File: src/rtl/imem_loader.sv
// Writable DEPTH x DW instruction store with a byte-serial, strobe-driven loader.
// The core fetches combinationally by PC and may only advance while cpu_run is high.
module imem_loader #(
  parameter int DEPTH = 16,
  parameter int AW    = 4,
  parameter int DW    = 8
) (
  input  logic          clk,
  input  logic          rst,
  input  logic          load_req,
  input  logic          run_req,
  input  logic          wr_strobe,
  input  logic [DW-1:0] wr_data,
  input  logic [AW-1:0] fetch_addr,
  output logic [DW-1:0] fetch_instr,
  output logic          cpu_run,
  output logic          load_busy,
  output logic          load_done,
  output logic [AW:0]   load_count,
  output logic          err_stray
);

  typedef enum logic [1:0] {
    IDLE = 2'd0,
    LOAD = 2'd1,
    DONE = 2'd2,
    RUN  = 2'd3
  } state_t;

  localparam logic [AW:0] COUNT_FULL = (AW+1)'(DEPTH);
  localparam logic [AW:0] COUNT_LAST = (AW+1)'(DEPTH - 1);

  state_t state, state_next;

  logic [DW-1:0] mem [DEPTH];

  logic s1, s2, s3;
  logic strobe_edge;
  logic wr_en;
  logic enter_load;

  assign strobe_edge = s2 & ~s3;
  assign wr_en       = (state == LOAD) && strobe_edge;
  assign enter_load  = (state != LOAD) && (state_next == LOAD);
  assign fetch_instr = mem[fetch_addr];

  // Synchronise the asynchronous pin strobe and keep a delayed copy for edge detection.
  always_ff @(posedge clk) begin
    if (rst) begin
      s1 <= 1'b0;
      s2 <= 1'b0;
      s3 <= 1'b0;
    end else begin
      s1 <= wr_strobe;
      s2 <= s1;
      s3 <= s2;
    end
  end

  // Program store: not reset, so contents survive rst; reads see new data after the clock.
  always_ff @(posedge clk) begin
    if (wr_en) begin
      mem[load_count[AW-1:0]] <= wr_data;
    end
  end

  // Next-state logic; LOAD ignores requests and only exits on the final word.
  always_comb begin
    state_next = state;
    unique case (state)
      IDLE: begin
        if (load_req) begin
          state_next = LOAD;
        end else if (run_req) begin
          state_next = RUN;
        end
      end
      LOAD: begin
        if (strobe_edge && (load_count == COUNT_LAST)) begin
          state_next = DONE;
        end
      end
      DONE: state_next = RUN;
      RUN: begin
        if (load_req) begin
          state_next = LOAD;
        end
      end
      default: state_next = IDLE;
    endcase
  end

  // State register plus outputs registered from the next state so they line up with it.
  always_ff @(posedge clk) begin
    if (rst) begin
      state      <= IDLE;
      cpu_run    <= 1'b0;
      load_busy  <= 1'b0;
      load_done  <= 1'b0;
      load_count <= '0;
      err_stray  <= 1'b0;
    end else begin
      state     <= state_next;
      cpu_run   <= (state_next == RUN);
      load_busy <= (state_next == LOAD);
      load_done <= (state_next == DONE);

      if (enter_load) begin
        load_count <= '0;
      end else if (wr_en && (load_count != COUNT_FULL)) begin
        load_count <= load_count + 1'b1;
      end

      // Starting a load clears the flag even if a stray edge lands in the same cycle.
      if (enter_load) begin
        err_stray <= 1'b0;
      end else if (strobe_edge && (state != LOAD)) begin
        err_stray <= 1'b1;
      end
    end
  end

endmodule
File: config.mk
export PLATFORM = sky130hd
export DESIGN_NAME = imem_loader
export DESIGN_NICKNAME = d
export VERILOG_FILES = /design/src/rtl/imem_loader.sv
export SDC_FILE = /design/constraint.sdc
export NUM_CORES = 1
export LEC_CHECK = 0
export ABC_AREA = 1
export BUFFER_PORTS_ARGS = -buffer_cell sky130_fd_sc_hd__buf_2
export CAP_MARGIN = 20
export CORE_ASPECT_RATIO = 1.4
export CORE_MARGIN = 3
export CORE_UTILIZATION = 61
export DETAILED_ROUTE_END_ITERATION = 6
export HOLD_SLACK_MARGIN = 0.06
export PLACE_DENSITY = 0.8
export SLEW_MARGIN = 20
export SYNTH_ARGS = -nofsm -noshare
export SYNTH_HDL_FRONTEND = slang
export SYNTH_SLANG_ARGS = --single-unit
File: constraint.sdc
create_clock -name clk -period 2.36 [get_ports clk]
set_clock_uncertainty 0.1 [all_clocks]
set_input_delay 0.118 -clock clk [delete_from_list [all_inputs] [get_ports clk]]
set_output_delay 0.118 -clock clk [all_outputs]
set_load 0.02 [all_outputs]
==> impl_metrics.csv <==
group,metric,value,unit
run_status,outcome,"finished, final reports clean",
die,core_area,0.009953,sq mm
setup_path,reg2reg_slack,0.42,ns
global_routing,top_usage_layer,"met2",
logic_synthesis,ys_types,20,
placement,io_buffer_count,33,
timing,fin_tns_setup,0,ns
setup_path,r2r_start,"state[1]$_SDFF_PP0_",
setup_path,critPathMaxFanout,8,
logic_synthesis,netlist.area_leader.share,61.20,%
global_routing,use_met2,43.05,%
clock_network,cts_setup_buffers,0,
global_routing,track_usage,25.96,%
setup_path,endpoint,"mem[2][1]$_DFFE_PP_",
logic_synthesis,synthTopCellsByArea,"edfxtp_1 61%, nand2_1 12%, nand3_1 8.0%",
clock_network,ctsHtreeMaxLevel,4,
clock_network,cts_buffers,17,
setup_path,worstPathArrival,1.88,ns
timing,hold_viol_final,0,
logic_synthesis,netlist_area,0.006281,sq mm
global_routing,first_global_vias,4517,
setup_path,critPathKind,"flip-flop to flip-flop",
global_routing,gr-usage-met3,6.631,%
pwr,ir_worst_vdd,0.5550,mV
final_layout,multi_input_area,0.001529,sq mm
die,die_h,126.1,um
logic_synthesis,yosys_register_bits,142,
worst_hold_path,hold_class,"flip-flop to flip-flop",
run,drv_cap,0,
routing,wire_per_inst,16.63,um
logic_synthesis,avgSynthCellArea,9.829,sq um
clock_network,cts_root_buf,"clkbuf_16",
timing,worst_slew_pin_slew,0.6520,ns
final_layout,fillerInstances,655,
logic_synthesis,synth_warnings,0,
die,start_util,63.10,%
global_routing,grt_max_degree,65,
clock_network,cts.sinks,142,
timing,fmax,0.5164,GHz
die,die_width,91.76,um
final_layout,drive_above_1_share,12.46,%
die,rows,43,
die,dieArea,0.01157,sq mm
placement,hpwl,8853,um
final_layout,fin_cells,841,
timing,drv_slew,0,
global_routing,grt_pass1_wl,22650,um
clock_network,ctsHoldBuffers,14,
final_layout,layout_commonest_cell,"nand2_1",
timing,relSlewSlack,56.37,%
setup_path,cp.required,2.31,ns
routing,drt_first_pass_iters,6,
setup_path,rr_worst_depth,5,
logic_synthesis,synth-seq-area-share,65.66,%
final_layout,insertedDiodeCount,0,
pwr,power.leakage,3.231,nW
routing,drtAntennaViolNets,0,
setup_path,worstReg2RegEnd,"mem[2][1]$_DFFE_PP_",
setup_path,end_kind,"flip-flop",
final_layout,seq_area,0.004124,sq mm
setup_path,start_kind,"flip-flop",
clock_network,cts_tree,"built",
timing,min_period,1.937,ns
timing,rsz0062_at_grt,"false",
global_routing,use_met1,32.21,%
timing,min_period_over_period,82.06,%
logic_synthesis,synthesis.instances,639,
final_layout,syn_to_final_growth,15.48,%
die,io_pins,34,
final_layout,final_cell_mix,"209 x nand2_1, 128 x edfxtp_1, 116 x inv_1",
routing,drtIter0Drc,556,
placement,gp_routability_congestion,0.8745,
placement,dp_cells,795,
clock_network,clkLatencyLatePin,0.41,ns
logic_synthesis,syn-num-nets,661,
routing,drc,0,
routing,avgViaCountPerCell,5.361,
setup_path,worstSetupStartpoint,"state[1]$_SDFF_PP0_",
pwr,powerDensity,764.3,mW/mm^2
global_routing,grt_overflow,0,
final_layout,fin_nets,715,
logic_synthesis,yosysTopAreaCell,"edfxtp_1",
clock_network,ctsResizeCount,0,
timing,setup_viol,0,
routing,vias,4509,
clock_network,clk_pin_slew_worst_paths,0.06,ns
routing,routed_wl,13980,um
clock_network,cts.path.max_buffers,2,
global_routing,antenna_found_initial,0,
[metrics by stage]
stage	utilization (%)	hold slack [ns]	setup slack (ns)	instance area, sq um	power, mW
2_1_floorplan	-	0.08918	0.4031	6281	3.009
3_3_place_gp	65.91	0.2199	0.5431	6560	3.112
3_5_place_dp	65.91	0.2341	0.4466	6560	3.122
4_1_cts	72.87	0.3156	0.4290	7253	5.557
5_1_grt	72.87	0.3364	0.2693	7253	5.712
6_report	72.87	0.3093	0.4234	7253	5.544
[power breakdown]
part | internal (mW) | switching (mW) | leakage, nW
logic | 0.104 | 0.238 | 1.71
registers | 2.75 | 0.00524 | 1.26
clock network | 1.49 | 0.958 | 0.261
total | 4.34 | 1.20 | 3.23
[flip-flops by register name (all words and copies together) (netlist names)]
name,count
s2,1
state,2
load_count,5
load_busy,1
err_stray,1
s3,1
cpu_run,1
load_done,1
mem,128
s1,1
[cells in the mapped netlist]
cell type	number
a21oi_1	4
buf_1	1
buf_2	13
buf_4	2
buf_6	8
clkbuf_1	1
dfxtp_1	14
edfxtp_1	128
ha_1	5
inv_1	116
inv_2	4
nand2_1	209
nand2_2	3
nand3_1	100
nand4_1	1
nor2_1	23
nor2_2	4
nor2_4	1
nor3_1	1
xor2_1	1
[worst max-delay path, stage by stage, from the launching register on]
cell and delay (ns):
dfxtp_1 0.34, inv_1 0.08, nand2_1 0.09, nor2_2 0.22
nand2_1 0.19, nor2_1 0.55
[logic make-up after synthesis]
group | synth area share, %
and+or+nand+nor | 22.89
adders and majority gates | 0.9960
AOI/OAI and AO/OA | 0.3187
xor gates and xnor gates | 0.1395
buffers and inverters | 10.00
DFF | 65.66
[area by class of cell]
class | count | share of cell area (%)
multi-input cells | 352 | 21.08
well taps | 135 | 2.329
flip-flops and latches | 142 | 56.86
clock inverters | 11 | 1.277
clock buffers | 21 | 6.348
repair buffers | 60 | 5.900
inverters | 120 | 6.210
[metal layers]
layer / up-vias / part of all wire (%)
met5: - / 0
met4: 0 / 3.8
met3: 42 / 8.1
met2: 258 / 49
met1: 2070 / 39
li1: 2139 / -
[how the worst min path moves through the flow]
stage                       start       endpoint  depth (start not counted)
finish              s1$_SDFF_PP0_  s2$_SDFF_PP0_                          2
global route        s1$_SDFF_PP0_  s2$_SDFF_PP0_                          2
CTS                 s1$_SDFF_PP0_  s2$_SDFF_PP0_                          2
detailed placement      wr_strobe  s1$_SDFF_PP0_                          3
global placement        wr_strobe  s1$_SDFF_PP0_                          3
floorplan                     rst  s1$_SDFF_PP0_                          1
(Power assumes the default switching activity.)
